==> src/rtl/accum_cpu_pkg.sv <==
// Shared definitions for the accumulator core: opcodes, FSM states and decode helpers.
package accum_cpu_pkg;

    localparam int OPC_W = 4;

    localparam logic [3:0] OP_ADD  = 4'h0;
    localparam logic [3:0] OP_SUB  = 4'h1;
    localparam logic [3:0] OP_AND  = 4'h2;
    localparam logic [3:0] OP_OR   = 4'h3;
    localparam logic [3:0] OP_LD   = 4'h4;
    localparam logic [3:0] OP_ST   = 4'h5;
    localparam logic [3:0] OP_LDI  = 4'h6;
    localparam logic [3:0] OP_OUT  = 4'h7;
    localparam logic [3:0] OP_MOV  = 4'h8;
    localparam logic [3:0] OP_JMP  = 4'h9;
    localparam logic [3:0] OP_JC   = 4'hA;
    localparam logic [3:0] OP_JNC  = 4'hB;
    localparam logic [3:0] OP_JZ   = 4'hC;
    localparam logic [3:0] OP_IN   = 4'hD;
    localparam logic [3:0] OP_XOR  = 4'hE;
    localparam logic [3:0] OP_HALT = 4'hF;

    typedef enum logic [1:0] {
        ST_IDLE  = 2'd0,
        ST_FETCH = 2'd1,
        ST_EXEC  = 2'd2,
        ST_HALT  = 2'd3
    } state_t;

    function automatic logic is_jump(input logic [3:0] op);
        return op inside {OP_JMP, OP_JC, OP_JNC, OP_JZ};
    endfunction

    function automatic logic jump_taken(input logic [3:0] op, input logic c, input logic z);
        case (op)
            OP_JMP:  return 1'b1;
            OP_JC:   return c;
            OP_JNC:  return !c;
            OP_JZ:   return z;
            default: return 1'b0;
        endcase
    endfunction

    function automatic logic is_alu_op(input logic [3:0] op);
        return op inside {OP_ADD, OP_SUB, OP_AND, OP_OR, OP_XOR};
    endfunction

endpackage

==> src/rtl/accum_alu.sv <==
// Combinational ALU: add/sub with carry-out, bitwise AND/OR/XOR.
module accum_alu
    import accum_cpu_pkg::*;
#(
    parameter int DATA_W = 8
) (
    input  logic [DATA_W-1:0] a,
    input  logic [DATA_W-1:0] b,
    input  logic [3:0]        op,
    output logic [DATA_W-1:0] result,
    output logic              carry
);

    always_comb begin
        result = a;
        carry  = 1'b0;
        case (op)
            OP_ADD: {carry, result} = {1'b0, a} + {1'b0, b};
            // carry=1 means no borrow
            OP_SUB: {carry, result} = {1'b0, a} + {1'b0, ~b} + {{DATA_W{1'b0}}, 1'b1};
            OP_AND: result = a & b;
            OP_OR:  result = a | b;
            OP_XOR: result = a ^ b;
            default: ;
        endcase
    end

endmodule

==> src/rtl/accum_cpu_core.sv <==
// Accumulator processor core: loadable program memory, data memory, A/B regs,
// carry/zero flags, fetch/execute FSM and a valid/ready input port.
module accum_cpu_core
    import accum_cpu_pkg::*;
#(
    parameter int DATA_W = 8,
    parameter int PM_AW  = 4,
    parameter int DM_AW  = 4
) (
    input  logic                    clk,
    input  logic                    reset_n,
    input  logic                    prog_we,
    input  logic [PM_AW-1:0]        prog_addr,
    input  logic [OPC_W+DATA_W-1:0] prog_data,
    input  logic                    run,
    input  logic [DATA_W-1:0]       in_data,
    input  logic                    in_valid,
    output logic                    in_ready,
    output logic [DATA_W-1:0]       out_data,
    output logic                    out_valid,
    output logic [PM_AW-1:0]        pc,
    output logic                    busy,
    output logic                    halted
);

    localparam int IW = OPC_W + DATA_W;

    logic [IW-1:0]     pm [2**PM_AW];
    logic [DATA_W-1:0] dm [2**DM_AW];

    state_t            state, state_nxt;
    logic [IW-1:0]     ir;
    logic [DATA_W-1:0] a_q, b_q;
    logic              c_q, z_q;

    logic [3:0]        opc;
    logic [DATA_W-1:0] opnd;
    logic [PM_AW-1:0]  jmp_tgt, pc_inc;
    logic [DM_AW-1:0]  dm_addr;
    logic              prog_open, in_wait;
    logic [DATA_W-1:0] alu_res, a_nxt;
    logic              alu_c, a_wr;

    assign opc       = ir[IW-1 -: OPC_W];
    assign opnd      = ir[DATA_W-1:0];
    assign jmp_tgt   = opnd[PM_AW-1:0];
    assign dm_addr   = opnd[DM_AW-1:0];
    assign pc_inc    = pc + PM_AW'(1);
    assign prog_open = (state == ST_IDLE) || (state == ST_HALT);
    assign in_wait   = (opc == OP_IN) && !in_valid;

    accum_alu #(.DATA_W(DATA_W)) u_alu (
        .a      (a_q),
        .b      (b_q),
        .op     (opc),
        .result (alu_res),
        .carry  (alu_c)
    );

    always_ff @(posedge clk or negedge reset_n) begin
        if (!reset_n) state <= ST_IDLE;
        else          state <= state_nxt;
    end

    always_comb begin
        state_nxt = state;
        busy      = 1'b0;
        halted    = 1'b0;
        in_ready  = 1'b0;
        case (state)
            ST_IDLE: if (run) state_nxt = ST_FETCH;
            ST_FETCH: begin
                busy      = 1'b1;
                state_nxt = ST_EXEC;
            end
            ST_EXEC: begin
                busy     = 1'b1;
                in_ready = (opc == OP_IN);
                if (opc == OP_HALT) state_nxt = ST_HALT;
                else if (!in_wait)  state_nxt = ST_FETCH;
            end
            ST_HALT: begin
                halted = 1'b1;
                if (run) state_nxt = ST_FETCH;
            end
            default: state_nxt = ST_IDLE;
        endcase
    end

    // Every write to A goes through here so Z tracks it in one place.
    always_comb begin
        a_wr  = 1'b0;
        a_nxt = alu_res;
        if (state == ST_EXEC) begin
            if (is_alu_op(opc)) a_wr = 1'b1;
            case (opc)
                OP_LD: begin
                    a_wr  = 1'b1;
                    a_nxt = dm[dm_addr];
                end
                OP_LDI: begin
                    a_wr  = 1'b1;
                    a_nxt = opnd;
                end
                OP_IN: begin
                    a_wr  = in_valid;
                    a_nxt = in_data;
                end
                default: ;
            endcase
        end
    end

    always_ff @(posedge clk or negedge reset_n) begin
        if (!reset_n) begin
            pc        <= '0;
            ir        <= '0;
            a_q       <= '0;
            b_q       <= '0;
            c_q       <= 1'b0;
            z_q       <= 1'b0;
            out_data  <= '0;
            out_valid <= 1'b0;
        end else begin
            out_valid <= 1'b0;
            case (state)
                ST_IDLE, ST_HALT: if (run) pc <= '0;
                ST_FETCH: ir <= pm[pc];
                ST_EXEC: begin
                    if (a_wr) begin
                        a_q <= a_nxt;
                        z_q <= (a_nxt == '0);
                    end
                    if (opc == OP_ADD || opc == OP_SUB) c_q <= alu_c;
                    if (opc == OP_MOV) b_q <= a_q;
                    if (opc == OP_OUT) begin
                        out_data  <= a_q;
                        out_valid <= 1'b1;
                    end
                    if (is_jump(opc))
                        pc <= jump_taken(opc, c_q, z_q) ? jmp_tgt : pc_inc;
                    else if (opc != OP_HALT && !in_wait)
                        pc <= pc_inc;
                end
                default: ;
            endcase
        end
    end

    // Memories are not reset; a reset forces IDLE so no ST write can land after it.
    always_ff @(posedge clk) begin
        if (prog_open && prog_we) pm[prog_addr] <= prog_data;
        if (state == ST_EXEC && opc == OP_ST) dm[dm_addr] <= a_q;
    end

endmodule

==> config.mk <==
export PLATFORM = sky130hd
export DESIGN_NAME = accum_cpu_core
export DESIGN_NICKNAME = d
export VERILOG_FILES = /design/src/rtl/accum_cpu_pkg.sv /design/src/rtl/accum_alu.sv /design/src/rtl/accum_cpu_core.sv
export SDC_FILE = /design/constraint.sdc
export NUM_CORES = 1
export LEC_CHECK = 0
export ABC_AREA = 1
export CAP_MARGIN = 10
export CORE_MARGIN = 5
export CORE_UTILIZATION = 56
export CTS_CLUSTER_DIAMETER = 60
export DETAILED_ROUTE_END_ITERATION = 10
export MAX_ROUTING_LAYER = met4
export PLACE_DENSITY = 0.77
export RECOVER_POWER = 100
export SLEW_MARGIN = 20
export SYNTH_ARGS = -nofsm -noshare
export SYNTH_HDL_FRONTEND = slang
export SYNTH_SLANG_ARGS = --single-unit
==> constraint.sdc <==
create_clock -name clk -period 2.1 [get_ports clk]
set_input_delay 0.42 -clock clk [delete_from_list [all_inputs] [get_ports clk]]
set_output_delay 0.42 -clock clk [all_outputs]
set_load 0.02 [all_outputs]
# After elaboration in Yosys (flattened, before gate mapping)
# Memories as Yosys holds them, arrays and structs flattened. A register that Yosys moved wholly into a read port is not among the register bits.
# Cells that the tools add are included.
# W data, S select, Z words.
word_totals:
  ff_bits: 33
  latchBits: 0
  ram_bits: 320
  mem_bits_ro: 0
  inputBits: 29
  out_inout_bits: 16
  wordCells: 93
  memories: 2
classes:
  addsub: 4
  multipliers: 0
  div: 0
  magnitude_cmp: 0
  eq_ne: 22
  shifts: 0
  n_mux: 28
  bitwise_logic: 4
  n_reduce_logical: 25
mem_list:
  columns: ["name", "depth", "width", "read_ports", "rd_ports_with_merged_regs", "write_ports", "line", "text"]
  rows:
  - ["pm", 16, 12, 1, 1, 1, "accum_cpu_core.sv:28", "logic [IW-1:0] pm [2**PM_AW];"]
  - ["dm", 16, 8, 1, 0, 1, "accum_cpu_core.sv:29", "logic [DATA_W-1:0] dm [2**DM_AW];"]
ops:
  columns: ["cell", "count"]
  rows:
  - ["$pmux W8 S5", 1]
  - ["$eq A4 B4 Y1 const B", 8]
  - ["$pmux W8 S3", 1]
  - ["$add A8 B8 Y9", 2]
  - ["$eq A4 B3 Y1 const B", 4]
  - ["$mux W4", 4]
  - ["$mux W1", 13]
  - ["$reduce_and A2 Y1", 5]
  - ["$add A9 B1 Y9 const B", 1]
  - ["$and A8 B8 Y8", 1]
  - ["$eq A4 B2 Y1 const B", 2]
  - ["$logic_not A8 Y1", 1]
  - ["$mux W8", 1]
  - ["$not A8 Y8", 1]
  - ["$or A8 B8 Y8", 1]
  - ["$pmux W4 S2", 1]
  - ["$xor A8 B8 Y8", 1]
  - ["$mux W2", 3]
  - ["$pmux W2 S3", 1]
  - ["$reduce_or A2 Y1", 3]
  - ["$reduce_bool A5 Y1", 1]
  - ["$add A4 B1 Y4 const B", 1]
  - ["$eq A2 B2 Y1 const B", 2]
  - ["$eq A4 B1 Y1 const B", 1]
  - ["other kinds (15)", 23]

# Longest topological paths before layout
# Gate-level depths: netlist of run 1.
depth:
  word_depth: 7
  depth_mapped: 18
  ltp_nobuf: 17

# Cells and area by module
# From an unflattened synthesis of run 1, not the netlist that was laid out.
unflattened:
  cells_unflattened: 1538
  hier_area_um2: 16294.4
modules_own_cells:
  columns: ["module", "n_inst", "cells_per_inst", "area_per_inst_um2", "seq_area_each_um2"]
  rows:
  - ["accum_cpu_core", 1, 1313, 15030.7, 10735.3]
  - ["accum_alu", 1, 225, 1263.7, 0.0]

# Worst setup path before layout of run 1
# No wires, ideal clock.
synth_timing:
  kind: "reg-to-reg"
  from: "register state[0]"
  to: "memory dm[10][0], enable pin"
  setup_ps: 370
  t_arrival_ps: 1797
  required_time_ps: 1730
  path_slack_ps: -67
  path_stages_with_launch: 7
  path_buffers: 0
  synth_period_minus_slack_ps: 2167
  path_cell_list: "dfrtp_1 > inv_1 > ha_1 > inv_1 > nor4_1 > nand2_1 > nor2_1"
synth_via:
  elab_chain_len: 4
synth_rtl:
  columns: ["item", "line", "text"]
  rows:
  - ["start, declared", "accum_cpu_core.sv:31", "state_t state, state_nxt;"]
  - ["start signal, assigned", "accum_cpu_core.sv:62", "else state <= state_nxt;"]
  - ["$eq A2 B2 Y1", "accum_cpu_core.sv:153", "if (state == ST_EXEC && opc == OP_ST) dm[dm_addr] <= a_q;"]
  - ["$logic_and A1 B1 Y1", "accum_cpu_core.sv:153", null]
  - ["$mux W1", "accum_cpu_core.sv:153", null]
  - ["$mux W1 (implied by the code)", "accum_cpu_core.sv:153", null]
  - ["end, declared", "accum_cpu_core.sv:29", null]
# No other way between the ends.

# Final worst setup path of run 1
layout_timing:
  from: "register state[1]"
  to: "output busy"
layout_via:
  elab_chain_len: 3
  elab_cells_between_ends: 4
  classes_between: "2 x eq/ne; 1 x mux; 1 x reduce/logical"
layout_rtl:
  columns: ["item", "line", "text"]
  rows:
  - ["$eq A2 B2 Y1 or $eq A2 B1 Y1 (tied branches)", "accum_cpu_core.sv:70", "case (state)"]
  - ["$reduce_or A2 Y1 (no line) *", null, null]
  - ["$mux W1 *", "accum_cpu_core.sv:70", null]
  - ["end, declared", "accum_cpu_core.sv:22", "output logic busy,"]
# Mark *: on every way between the ends. The rest lies on a longest branch, timed or not.

==> flow_summary.json, run 1 <==
{
  "status": "complete, no violations",
  "root_buffer": "clkbuf_16",
  "finalSetupViolations": 0,
  "start_util": 0.5627,
  "yosysTopAreaCell": "edfxtp_1",
  "synth_cell_types": 33,
  "drt_iter0_drc": 1299,
  "slew_violations": 0,
  "crit_type": "register to primary output",
  "synth_area_sq_um": 16020,
  "synth_edf_count": 320,
  "ys_warn_count": 0,
  "cp_max_fo": 3,
  "cts_sinks": 365,
  "synthArstFlopShare": 0.1233,
  "area_growth_pct": 18.95,
  "io_buffers": 44,
  "pre_cts_slack_ns": -0.02320,
  "drt-total-wl_um": 40130,
  "synth_top_flop_cell": "edfxtp_1",
  "drcViolationCount": 0,
  "relSlewSlack": 0.2443,
  "placed_area_sq_um": 17660,
  "grt_pass1_wl_um": 62390,
  "tightest_slew_ns": 1.134,
  "start_kind": "register",
  "netlist.area_leader.share": 0.5998,
  "grt-ovfl-total": 0,
  "finalInstanceArea_sq_um": 19060,
  "via_per_inst": 5.760,
  "min_period_ns": 2.031,
  "nets": 1694,
  "worst_ep_required_time_ns": 1.68,
  "dpl.hpwl_um": 26500,
  "setup_slack_ns": 0.06889,
  "die_x_um": 179.1,
  "synth_area_leaders": "edfxtp_1, nand2_1, dfrtp_1, o21ai_0, nor2_1",
  "arrival_ns": 1.61,
  "skew_ns": 0.02020,
  "numCtsBuffers": 37,
  "synth_seq_area_share": 0.6701,
  "finalHoldViolCount": 0,
  "drive_above_1_share": 0.1417,
  "postRouteAntennaNets": 0,
  "h-tree-depth": 2,
  "finalCritPeriodShare": 0.9672,
  "grt_pass1_vias": 11213,
  "ios": 45,
  "ir_drop_mv": 0.9081,
  "hold_path.class": "register to register",
  "clk_pin_slew_ns": 0.06,
  "die_area_sq_um": 32090,
  "rsz0062_at_grt": "true",
  "syn-instance-count": 1493,
  "routedWlPerCell_um": 19.64,
  "synth.ff_latch_count": 365,
  "cp-end-kind": "primary output",
  "layout_commonest_cell": "nand2_1",
  "grt_usage": 0.2599,
  "die_h_um": 179.1,
  "max_cap_violations": 0,
  "cts_buffer_depth": 3,
  "synthesis.nets": 1553,
  "antenna_found_initial": 0,
  "power.density_nw_per_um2": 1331,
  "antenna_cells": 0,
  "cts_tree": "yes",
  "dr.pass1.iters": 7,
  "grt_max_degree": 52,
  "core_area_sq_um": 28470,
  "max_clock_freq_mhz": 492.3,
  "rows": 62,
  "clock_latency_ns": 0.52,
  "vias": 11768,
  "place_congestion": 0.9634,
  "syn_area_per_cell_sq_um": 10.73,
  "finalPower_mw": 25.37,
  "p_leak_nw": 7.256,
  "final_cell_mix": "nand2_1, edfxtp_1, nor2_1, o21ai_0, buf_4"
}
==> path summary, 6_finish.rpt <==
check	from	slack, ns	cells past startpoint	end
setup / recovery	state[1]	0.07	3	busy
hold / removal	b_q[3]	0.52	2	b_q[3]
setup reg to reg	a_q[2]	0.08	9	z_q
hold reg to reg	b_q[3]	0.52	2	b_q[3]
max in group asynchronous	reset_n	0.58	3	ir[0]
min in group asynchronous	reset_n	0.71	3	b_q[4]
==> cell families after synthesis <==
family / count (synthesis) / synth area share
AO/OA/AOI/OAI: 275 / 0.09294
XOR/XNOR: 4 / 0.002187
adder cells (fa/ha/maj): 31 / 0.02515
buffers and inverters: 149 / 0.03780
flip-flops: 365 / 0.6701
AND/OR/NAND/NOR: 669 / 0.1718
==> layer usage <==
metal  track usage  share of wire
met5             -              0
met4       0.08029          0.032
met3       0.04049          0.080
met2        0.4226           0.49
met1        0.3421           0.40
==> critical path: stages, from the launching register on <==
cell	delay [ns]
dfrtp_1	0.41
ha_1	0.33
inv_2	0.10
clkdlybuf4s15_2	0.26
==> timing repair <==
item                       CTS  global route
resized for setup           12            50
setup buffers                1             6
hold buffers                 1             0
setup endpoints to repair    7            15
hold endpoints to repair    30             0
pin swaps                    0             7
==> cells in the mapped netlist, types with 3 or more instances <==
cell type,number
clkbuf_1,45
inv_1,69
inv_2,7
nor3_1,3
dfrtp_1,45
nand3_1,98
nor2_1,207
o21ai_1,19
o22ai_1,66
edfxtp_1,320
a21oi_1,25
ha_1,29
o21ai_0,156
buf_2,22
nand2_4,3
o32ai_1,5
xor2_1,4
nand4_1,22
nand2_1,328
==> where the power goes <==
part	internal, mW	switching (mW)
Clock	3.85	2.60
Combinational	3.53	6.43
Sequential	8.64	0.322
Total	16.0	9.36
==> area by class of cell <==
class	count	area, sq um
flip-flops and latches	365	10740
well taps	384	480.5
inverters	77	295.3
repair buffers	174	1536
fillers	2065	9413
clock buffers	44	952.2
clock inverters	20	225.2
multi-input cells	979	4828
==> sequential cells by signal (all words and copies together), names as in the netlist <==
signal and cells:
pm 192, dm 128, out_data 8, b_q 8, pc 4, state 2
c_q 1, ir 12, z_q 1, out_valid 1, a_q 8
==> stage by stage <==
step | util | hold slack, ns | TNS [ns] | instances
after global placement | 0.6205 | 0.4940 | 0 | 1971
final | 0.6694 | 0.5190 | 0 | 2043
after global routing | 0.6694 | 0.5500 | -0.008858 | 2043
after floorplan | - | 0.1244 | -8.625 | 1493
after detailed placement | 0.6205 | 0.5097 | -0.1826 | 1971
after CTS | 0.6622 | 0.5214 | 0 | 2037
No activity file was read; power rests on OpenSTA's default activity.
==> inputs of run 2 (changes only) <==
ABC_AREA = not set   (was 1)
CAP_MARGIN = 30   (was 10)
==> run 2 against run 1 <==
Against the previous run: the flow now finishes with violations (negative setup slack); area after synthesis down 1.0%; sequential cell count unchanged; utilization up 6.0 points; worst hold slack worse by 0.31 ns; setup slack worse by 0.38 ns; final cell count down 19%; clock skew down 0.0038 ns; final area up 6.6%; critical path type is now register to register; critical endpoint is now z_q.
==> flow_summary.json, run 2 <==
{
  "status": "complete, but fails checks",
  "violations": "negative setup slack",
  "hold_path.class": "input port to async pin",
  "grt_pass1_wl_um": 59910,
  "min_period_ns": 2.414,
  "max_clock_freq_mhz": 414.2,
  "antenna_cells": 0,
  "antenna_found_initial": 0,
  "cts_sinks": 365,
  "vias": 10051,
  "via_per_inst": 6.088,
  "synth_cell_types": 69,
  "ys_warn_count": 0,
  "routedWlPerCell_um": 23.75,
  "postRouteAntennaNets": 0,
  "relSlewSlack": 0.1950,
  "rsz0062_at_grt": "true",
  "slew_violations": 0,
  "syn-instance-count": 992,
  "root_buffer": "clkbuf_16",
  "core_area_sq_um": 27860,
  "clk_pin_slew_ns": 0.06,
  "power.density_nw_per_um2": 1349,
  "crit_type": "register to register",
  "place_congestion": 0.9167,
  "top_register": "pm",
  "drive_above_1_share": 0.3794,
  "placed_area_sq_um": 18400,
  "rr_startpoint": "a_q[0]",
  "synth_seq_area_share": 0.6771,
  "finalNonFillerCells": 1651,
  "start_kind": "register",
  "top_regs": "pm (192), dm (128), ir (12)",
  "drcViolationCount": 0,
  "dp_cells": 1557,
  "skew_ns": 0.01639,
  "drt-total-wl_um": 39210,
  "largest_reg_flops": 192,
  "worst_ep_required_time_ns": 2.52,
  "regArea_sq_um": 10760,
  "clock_latency_ns": 0.54,
  "yosysMostFrequentCell": "edfxtp_1",
  "io_buffers": 44,
  "cp-startpoint": "a_q[0]",
  "r2r_end": "z_q",
  "die_x_um": 178.3,
  "finalCritPeriodShare": 1.150,
  "multi_input_area_sq_um": 5303,
  "synth_area_leaders": "edfxtp_1, mux4_2, dfrtp_1, mux2i_1, ha_1",
  "synth_edf_count": 320,
  "synthesis.nets": 1052,
  "p_leak_nw": 7.175,
  "synth.ff_latch_count": 365,
  "max_cap_violations": 0,
  "netlist.area_leader.share": 0.6061,
  "dpl.hpwl_um": 24990,
  "synth_commonest_cells": "edfxtp_1, nand2_1, mux2i_1",
  "grt-ovfl-total": 0,
  "setup_slack_ns": -0.3140,
  "area_growth_pct": 28.16,
  "drt_iter0_drc": 1022,
  "ios": 45,
  "grt_usage": 0.2556,
  "yosysTopAreaCell": "edfxtp_1",
  "cts_tree": "yes",
  "grt_pass1_vias": 10363,
  "hold_buffers": 0,
  "synth_top_flop_cell": "edfxtp_1",
  "start_util": 0.5691,
  "cts_buffer_depth": 3,
  "syn_area_per_cell_sq_um": 15.98,
  "arrival_ns": 2.83,
  "finalInstanceArea_sq_um": 20320,
  "cp_max_fo": 3,
  "ir_drop_mv": 0.7674,
  "layout_commonest_cell": "edfxtp_1",
  "synthArstFlopShare": 0.1233,
  "fillerInstances": 1654,
  "final_cell_mix": "edfxtp_1, buf_4, nand2_1, mux4_2, mux2i_1",
  "grt_max_degree": 46,
  "tightest_slew_ns": 1.207,
  "reg2reg_slack_ns": -0.31,
  "die_area_sq_um": 31770,
  "cp-end-kind": "register",
  "finalSetupViolations": 243,
  "nets": 1304,
  "numCtsBuffers": 39,
  "h-tree-depth": 2,
  "synth_area_sq_um": 15850,
  "dr.pass1.iters": 5,
  "die_h_um": 178.3,
  "finalHoldViolCount": 0,
  "fin_tns_setup_ns": -15.32,
  "r2r_cells": 11,
  "finalPower_mw": 27.41,
  "post-route-util": 0.7294,
  "rows": 61
}
## run 2: critical path, stage by stage (launching register included)
cell and delay [ns]:
dfrtp_2 0.43, inv_2 0.09, ha_4 0.14, inv_2 0.03, fa_2 0.37, xnor2_1 0.16
o21ai_0 0.11, a211oi_2 0.31, o22ai_1 0.18, nand4b_1 0.17, nor3_2 0.06, a32o_1 0.24
## run 2: worst max path at each step
| stage | to | slack, ns | cells after the start |
|---|---|---|---|
| 2_1_floorplan | z_q | -0.30 | 9 |
| 3_3_place_gp | z_q | -0.38 | 11 |
| 3_5_place_dp | a_q[6] | -0.40 | 10 |
| 4_1_cts | z_q | -0.26 | 9 |
| 5_1_grt | z_q | -0.39 | 9 |
| 6_report | z_q | -0.31 | 11 |
## run 2: kinds of logic after synthesis
| kind of cell | count (synthesis) | share of synthesized area |
|---|---|---|
| flip-flops | 365 | 0.6771 |
| AND/OR/NAND/NOR | 203 | 0.06235 |
| AO/OA/AOI/OAI | 160 | 0.07206 |
| multiplexers | 143 | 0.1372 |
| buffers and inverters | 88 | 0.02478 |
| adder cells (fa/ha/maj) | 31 | 0.02541 |
| XOR/XNOR | 2 | 0.001105 |
## run 2: what timing repair did
| action | CTS | global route |
|---|---|---|
| setup buffers | 19 | 5 |
| endpoints found under the setup margin | 245 | 201 |
| endpoints found under the hold margin | 0 | 0 |
| gates cloned | 1 | 0 |
| pin swaps | 33 | 18 |
| resized for setup | 93 | 58 |
## run 2: power by group
group | switching [mW] | internal, mW | leakage (nW)
Sequential | 0.453 | 8.72 | 3.45
Clock | 2.85 | 3.93 | 0.619
Combinational | 5.91 | 5.56 | 3.10
## run 2: layer usage
metal | routed length [um] | part of all wire | GRT usage
met4 | 1383 | 0.035 | 0.08219
met5 | 0 | 0 | -
met1 | 15350 | 0.39 | 0.3321
met3 | 2622 | 0.067 | 0.03582
met2 | 19860 | 0.51 | 0.4237
## run 2: area by class of cell
type / instances / share of cell area
repair buffers: 268 / 0.1176
clock buffers: 47 / 0.05099
inverters: 31 / 0.005973
multi-input cells: 539 / 0.2610
clock inverters: 23 / 0.01182
flip-flops and latches: 365 / 0.5293
well taps: 378 / 0.02328
## run 2: per-stage QoR
stage	hold slack, ns	worst slack [ns]
global route	0.3283	-0.3900
detailed placement	0.4959	-0.3972
CTS	0.005599	-0.2615
finish	0.2089	-0.3140
floorplan	0.1244	-0.3008
global placement	0.4887	-0.3813
==> inputs of run 3 (changes only) <==
CORE_UTILIZATION = 52   (was 56)
PLACE_DENSITY = 0.73   (was 0.77)
==> run 3 against run 2 <==
Against the previous run: the flow still finishes with violations (negative setup slack); maximum frequency decreased by 0.26%; clock skew increased by 0.0013 ns; first-iteration DRC count decreased by 20%; clock power increased by 12%; final cell count increased by 1.5%; combinational power decreased by 4%; critical path depth unchanged.
==> flow_summary.json, run 3 (same netlist as run 2, synthesis figures left out) <==
{
  "min_period_ns": 2.420,
  "top_regs": "pm (192), dm (128), ir (12)",
  "skew_ns": 0.01771,
  "h-tree-depth": 2,
  "ios": 45,
  "cp-end-kind": "register",
  "die_x_um": 184.6,
  "grt_pass1_vias": 10105,
  "finalInstanceArea_sq_um": 20180,
  "worst_ep_required_time_ns": 2.58,
  "place_congestion": 0.9318,
  "hold_buffers": 0,
  "setup_slack_ns": -0.3204,
  "rsz0062_at_grt": "true",
  "pre_cts_slack_ns": -0.4682,
  "vias": 9909,
  "drt_iter0_drc": 819,
  "dr.pass1.iters": 5,
  "max_cap_violations": 0,
  "cp_max_fo": 2,
  "nets": 1307,
  "via_per_inst": 5.916,
  "clock_latency_ns": 0.54,
  "clk_pin_slew_ns": 0.06,
  "grt_max_degree": 46,
  "antenna_found_initial": 0,
  "finalPower_mw": 27.70,
  "top_layer": "met4",
  "routedWlPerCell_um": 22.43,
  "die_h_um": 184.6,
  "wl_met2_um": 19270,
  "grt_pass1_wl_um": 57130,
  "reg2reg_slack_ns": -0.32,
  "post-route-util": 0.6649,
  "layout_commonest_cell": "edfxtp_1",
  "tightest_slew_ns": 1.248,
  "crit_type": "register to register",
  "placed_area_sq_um": 18310,
  "postRouteAntennaNets": 0,
  "route.met3.wl_um": 2365,
  "relSlewSlack": 0.1679,
  "cts_buffer_depth": 3,
  "antenna_cells": 0,
  "numCtsBuffers": 41,
  "core_area_sq_um": 30350,
  "status": "complete, but fails checks",
  "finalCritPeriodShare": 1.153,
  "io_buffers": 44,
  "final_cell_mix": "edfxtp_1, buf_4, nand2_1, mux2i_1, mux4_2",
  "start_util": 0.5224,
  "die_area_sq_um": 34080,
  "fin_tns_setup_ns": -9.894,
  "grt-ovfl-total": 0,
  "hold_ws_ns": 0.2247,
  "p_leak_nw": 7.206,
  "r2r_cells": 11,
  "grt_usage": 0.2249,
  "wl_met1_um": 15050,
  "start_kind": "register",
  "ir_drop_mv": 0.7830,
  "largest_reg_flops": 192,
  "cts_sinks": 365,
  "hold_path.class": "input port to async pin",
  "dp_cells": 1572,
  "drive_above_1_share": 0.3557,
  "finalNonFillerCells": 1675,
  "slew_violations": 0,
  "top_register": "pm",
  "dpl.hpwl_um": 24810,
  "area_growth_pct": 27.27,
  "drt-total-wl_um": 37570,
  "finalHoldViolCount": 0,
  "violations": "negative setup slack",
  "power.density_nw_per_um2": 1373,
  "arrival_ns": 2.90,
  "max_clock_freq_mhz": 413.2,
  "finalSetupViolations": 137,
  "rows": 64,
  "drcViolationCount": 0,
  "root_buffer": "clkbuf_16",
  "cts_tree": "yes"
}
-- run 3: cell count changes in the layout (fill, tap and decap cells not counted), moves of 8 or more --
cell / change
buf_6: -12
clkbuf_2: +10
buf_12: -9
buf_2: +9
buf_4: -9
nor2_1: +9
clkdlybuf4s50_1: -8
dlygate4sd3_1: +8
nor2_2: -8
-- run 3: timing repair --
item                                    4_1_cts  5_1_grt
gates resized for setup                      74       30
endpoints found under the setup margin      141       72
pin swaps                                    24       18
buffers inserted                             12       15
hold endpoints to repair                      0        0
gates cloned                                  1        1
-- run 3: per-layer routing --
metal / up-vias / global-route usage
li1: 4441 / -
met1: 5032 / 0.2888
met2: 369 / 0.3834
met3: 67 / 0.03158
met4: 0 / 0.05637
met5: - / -
-- run 3: cell type report --
cell class	instances	area (sq um)
clock buffer	47	1069
clock inverter	28	401.6
fill	2028	10170
inverter	31	121.4
multi-input combinational	539	5110
sequential	365	10760
tap	396	495.5
timing repair buffer	269	2226
-- run 3: power breakdown --
part | switching, mW | total [mW] | internal [mW]
combinational | 5.68 | 11.0 | 5.28
sequential | 0.393 | 9.11 | 8.72
clock | 2.93 | 7.62 | 4.70
-- run 3: path summary, 6_finish.rpt --
check | endpoint | startpoint
max reg2reg | z_q | a_q[0]
min | out_data[7] | reset_n
min in group clk | out_data[6] | out_data[6]
max in group asynchronous | pc[0] | reset_n
min reg2reg | out_data[6] | out_data[6]
max | z_q | a_q[0]
-- run 3: critical path, cell delays in order (launching register included) --
cell,delay (ns)
dfrtp_2,0.41
inv_2,0.07
ha_4,0.13
inv_2,0.03
fa_1,0.43
or2_4,0.23
a32oi_1,0.18
o221ai_1,0.13
o211ai_1,0.13
nand4b_1,0.19
nor3_2,0.21
a32o_1,0.21
